**config.mk**
```make
export PLATFORM = sky130hd
export DESIGN_NAME = lot_gate_arb
export DESIGN_NICKNAME = d
export VERILOG_FILES = /design/src/rtl/lot_gate_arb.sv
export SDC_FILE = /design/constraint.sdc
export NUM_CORES = 1
export LEC_CHECK = 0
export ABC_AREA = 1
export CAP_MARGIN = 25
export CORE_MARGIN = 2
export CORE_UTILIZATION = 47
export DETAILED_ROUTE_END_ITERATION = 12
export GPL_ROUTABILITY_DRIVEN = 0
export PLACE_DENSITY = 0.76
export SLEW_MARGIN = 20
export SYNTH_ARGS = -nofsm -noshare
export SYNTH_HDL_FRONTEND = slang
export SYNTH_SLANG_ARGS = --single-unit
```
**constraint.sdc**
```tcl
create_clock -name clk -period 1.75 [get_ports clk]
set_input_delay 0.4375 -clock clk [delete_from_list [all_inputs] [get_ports clk]]
set_output_delay 0.4375 -clock clk [all_outputs]
set_load 0.005 [all_outputs]
```
**src/rtl/lot_gate_arb.sv**
```systemverilog
// Gate arbiter/sequencer: grants one parking-lot gate at a time and owns the occupancy count pp.
// Build option LOT_GATE_RR_EN: round-robin between the two entry gates (default build is fixed priority, gate 0 first).
//
// state  | meaning
// S_IDLE | no gate open; pick exit first, then an entry, as eligibility allows
// S_OPEN | one gate open; cnt counts down the remaining open cycles
module lot_gate_arb #(
   parameter int GATE_CYCLES = 4,
   parameter int CAP         = 7
) (
   input  logic       clk,
   input  logic       reset,
   input  logic [1:0] ent_req,
   input  logic       ext_req,
   output logic [1:0] ent_ack,
   output logic       ext_ack,
   output logic [2:0] gate_open,
   output logic [2:0] pp,
   output logic       full,
   output logic       empty,
   output logic       busy
);

   typedef enum logic {S_IDLE, S_OPEN} state_t;

   localparam logic [3:0] CNT_LOAD = 4'(GATE_CYCLES - 1);
   localparam logic [2:0] PP_CAP   = 3'(CAP);

   state_t     state;
   state_t     state_nx;
   logic [3:0] cnt;
   logic [3:0] cnt_nx;
   logic [2:0] pp_nx;
   logic [2:0] gate_nx;
   logic [1:0] ent_ack_nx;
   logic       ext_ack_nx;
   logic       ext_ok;
   logic [1:0] ent_ok;
   logic [1:0] ent_pick;

   assign full   = (pp == PP_CAP);
   assign empty  = (pp == 3'd0);
   assign busy   = (state != S_IDLE);
   assign ext_ok = ext_req & ~empty;
   assign ent_ok = ent_req & {2{~full}};

`ifdef LOT_GATE_RR_EN
   logic rr_last;
   logic rr_nx;

   // On contention the gate that did not win last time goes next.
   always_comb begin
      ent_pick = ent_ok;
      if (ent_ok == 2'b11) begin
         ent_pick = rr_last ? 2'b01 : 2'b10;
      end
   end
`else
   always_comb begin
      ent_pick = 2'b00;
      if (ent_ok[0]) begin
         ent_pick = 2'b01;
      end else if (ent_ok[1]) begin
         ent_pick = 2'b10;
      end
   end
`endif

   always_comb begin
      state_nx   = state;
      cnt_nx     = cnt;
      pp_nx      = pp;
      gate_nx    = gate_open;
      ent_ack_nx = 2'b00;
      ext_ack_nx = 1'b0;
`ifdef LOT_GATE_RR_EN
      rr_nx      = rr_last;
`endif
      case (state)
         S_IDLE: begin
            if (ext_ok) begin
               ext_ack_nx = 1'b1;
               gate_nx    = 3'b100;
               cnt_nx     = CNT_LOAD;
               pp_nx      = pp - 3'd1;
               state_nx   = S_OPEN;
            end else if (ent_pick != 2'b00) begin
               ent_ack_nx = ent_pick;
               gate_nx    = {1'b0, ent_pick};
               cnt_nx     = CNT_LOAD;
               pp_nx      = pp + 3'd1;
               state_nx   = S_OPEN;
`ifdef LOT_GATE_RR_EN
               rr_nx      = ent_pick[1];
`endif
            end
         end
         S_OPEN: begin
            if (cnt == 4'd0) begin
               gate_nx  = 3'b000;
               state_nx = S_IDLE;
            end else begin
               cnt_nx = cnt - 4'd1;
            end
         end
         default: state_nx = S_IDLE;
      endcase
   end

   always_ff @(posedge clk) begin
      if (!reset) begin
         state     <= S_IDLE;
         cnt       <= 4'd0;
         pp        <= 3'd0;
         gate_open <= 3'b000;
         ent_ack   <= 2'b00;
         ext_ack   <= 1'b0;
`ifdef LOT_GATE_RR_EN
         rr_last   <= 1'b1;
`endif
      end else begin
         state     <= state_nx;
         cnt       <= cnt_nx;
         pp        <= pp_nx;
         gate_open <= gate_nx;
         ent_ack   <= ent_ack_nx;
         ext_ack   <= ext_ack_nx;
`ifdef LOT_GATE_RR_EN
         rr_last   <= rr_nx;
`endif
      end
   end

endmodule

```
==> flow_metrics.py <==
metrics = {
    "cells_and_area": {
        "fillers": 136,
        "drive_above_1_share": 0.204,
        "stdcell_count": 129,
        "areaGrowthSynthToFinish_pct": 35.9,
        "nNetsFinal": 122,
        "diodes": 0,
    },
    "synthesis": {
        "synth_edf_count": 0,
        "synth.avg_cell_area_sq_um": 8.00,
        "synth_common_cells": "inv_1, dfxtp_1, nand2_1",
        "yosysWarnings": 0,
        "netlist_top_cells_area": "dfxtp_1, inv_1, nand3_1, nand2_1, a21oi_1",
        "syn_nets": 97,
        "syn_area_sq_um": 712,
        "synth_top_area_frac": 0.394,
        "synth_most_common_cell": "inv_1",
        "ys_types": 22,
        "ys_seq_area_frac": 0.394,
        "ys_seq_elements": 14,
        "synthFlopType": "dfxtp_1",
        "synth_cells": 89,
        "async_flop_share": 0,
        "synth_largest_area_cell": "dfxtp_1",
    },
    "sta": {
        "finalSetupViolations": 0,
        "period_share": 0.964,
        "worstMarginPinSlew_ps": 247,
        "slew_viol_final": 0,
        "final.setup.worst_slack_ps": 63.0,
        "max_freq_ghz": 0.593,
        "rsz0062_at_grt": "no",
        "period_minus_slack_ps": 1690,
        "final-hold-violation-count": 0,
        "finClkSkew_ps": 3.11,
        "maxSlewHeadroom": 0.834,
    },
    "setup_path": {
        "cp.buffers_inverters": 2,
        "path_max_fanout": 3,
        "critical_path.max_stage_delay_ps": 490,
        "crit_family": "buffers and inverters",
        "cp_slowest_cell": "clkdlybuf4s50_1",
        "critical_path_required_ps": 1310,
        "worstPathArrival_ps": 1250,
        "critical_path_class": "flop to output port",
        "cp-start-kind": "flop",
        "critPathCaptureType": "output port",
        "crit_chain": "buf_4 -> clkdlybuf4s50_1",
    },
    "global_routing": {
        "grt_antenna_before_repair": 0,
        "top_usage_layer": "met2",
        "gr-usage-met3": 0.0383,
        "use_met2": 0.288,
        "grt_pass1_wl_um": 2300,
        "grtUsageMet1": 0.190,
        "grt_max_degree": 11,
        "grt_pass1_vias": 571,
        "grt_overflow": 0,
        "track_usage": 0.171,
    },
    "cts": {
        "clockBufferDepth": 2,
        "clk_pin_slew_ps": 90,
        "cts_inserted_buffers": 3,
        "cts_tree": "yes",
        "h-tree-depth": 1,
        "cts-root-buf": "clkbuf_4",
        "ctsHoldBuffers": 0,
        "cts_sinks": 14,
        "clk_latency_ps": 290,
    },
    "route": {
        "first_iter_violations": 12,
        "first_pass_iters": 4,
        "routedWlPerCell_um": 10.4,
        "wirelength_um": 1350,
        "drtAntennaViolNets": 0,
        "via_per_inst": 4.92,
        "num_vias": 635,
        "drc_errors": 0,
    },
    "worst_hold_path": {
        "min_path_type": "flop to flop",
    },
    "floorplan": {
        "ioPinCount": 17,
        "design.core.area_sq_um": 1450,
        "start_util": 0.490,
        "std_cell_rows": 14,
        "die_w_um": 42.9,
        "dieArea_sq_um": 1840,
        "die_h_um": 42.9,
    },
    "placement": {
        "pre_cts_slack_ps": -129,
        "numPortBuffers": 16,
        "dp_hpwl_um": 1010,
        "dp.cells": 122,
    },
    "pwr": {
        "ir_worst_vdd_mv": 0.761,
        "leakagePower_nw": 0.445,
        "powerDensity_nw_per_um2": 1160,
        "power_mw": 1.12,
    },
    "run_status": {
        "status": "completed",
    },
    "flow_run": {
        "maxCapViolCount": 0,
    },
}
cell type report:
cell class	count	area (sq um)	share of cell area
well taps	16	20.0	0.0207
clock buffers	4	36.3	0.0375
flip-flops and latches	14	290	0.300
repair buffers	21	195	0.202
inverters	15	56.3	0.0582
multi-input cells	59	369	0.382
where the power goes:
part | switching, mW | internal [mW]
clock network | 0.112 | 0.127
logic | 0.239 | 0.225
registers | 0.0422 | 0.380
total | 0.393 | 0.731
layout by cell type, fill, tap and decap left out, drive strengths merged:
master and count:
nor3 1, inv 15, dlygate4sd2 2, nand2 17, nand3b 1, clkbuf 4
o21ai 5, xnor2 1, dfxtp 14, a21oi 8, fa 1, o21bai 1
ha 2, buf 5, nand3 11, nand4 1, o22ai 2, clkdlybuf4s50 14
nor2 8
per-stage QoR:
stage,hold slack [ps],area [sq um],utilization,setup TNS [ps]
global route,500,967,0.665,0
detailed placement,469,893,0.614,-249
floorplan,433,712,-,0
finish,478,967,0.665,0
CTS,483,958,0.659,0
global placement,442,893,0.614,-188
cells by family after synthesis:
group / after synthesis / share of synthesized area
flops: 14 / 0.394
xor+xnor: 1 / 0.0123
fa+ha+maj: 3 / 0.0633
buf+inv: 16 / 0.0984
compound gates: 16 / 0.125
simple gates: 39 / 0.308
sequential cells by signal, indices dropped and copies added (netlist names):
name,flops
ext_ack,1
busy,1
ent_ack,2
gate_open,3
pp,3
cnt,4
worst paths after layout:
| check | from | end | slack (ps) | depth (start not counted) |
|---|---|---|---|---|
| setup / recovery | pp[2] | pp[2] | 60 | 2 |
| setup reg to reg | pp[1] | pp[2] | 230 | 11 |
| hold / removal | gate_open[2] | gate_open[2] | 480 | 2 |
| hold reg to reg | gate_open[2] | gate_open[2] | 480 | 2 |
layer usage:
metal,vias to the layer above,part of all wire
met3,3,0.050
met4,0,0.022
met2,18,0.50
met1,275,0.43
li1,339,-
met5,-,0
worst register-to-register path, stage by stage, from the launching register on:
cell and delay [ps]:
dfxtp_2 380, inv_2 70, nand2_2 70, buf_4 120, nand2_4 50, fa_1 370
inv_1 60, nand2_1 40, nand2_1 70, nand3_1 80, nand2_1 70, nor2_1 40
what timing repair did:
action,in CTS,in global routing
resized for setup,9,1
buffers inserted,2,1
pin swaps,1,0
setup endpoints to repair,2,2
Note: power is estimated with default switching activity, not from simulation.
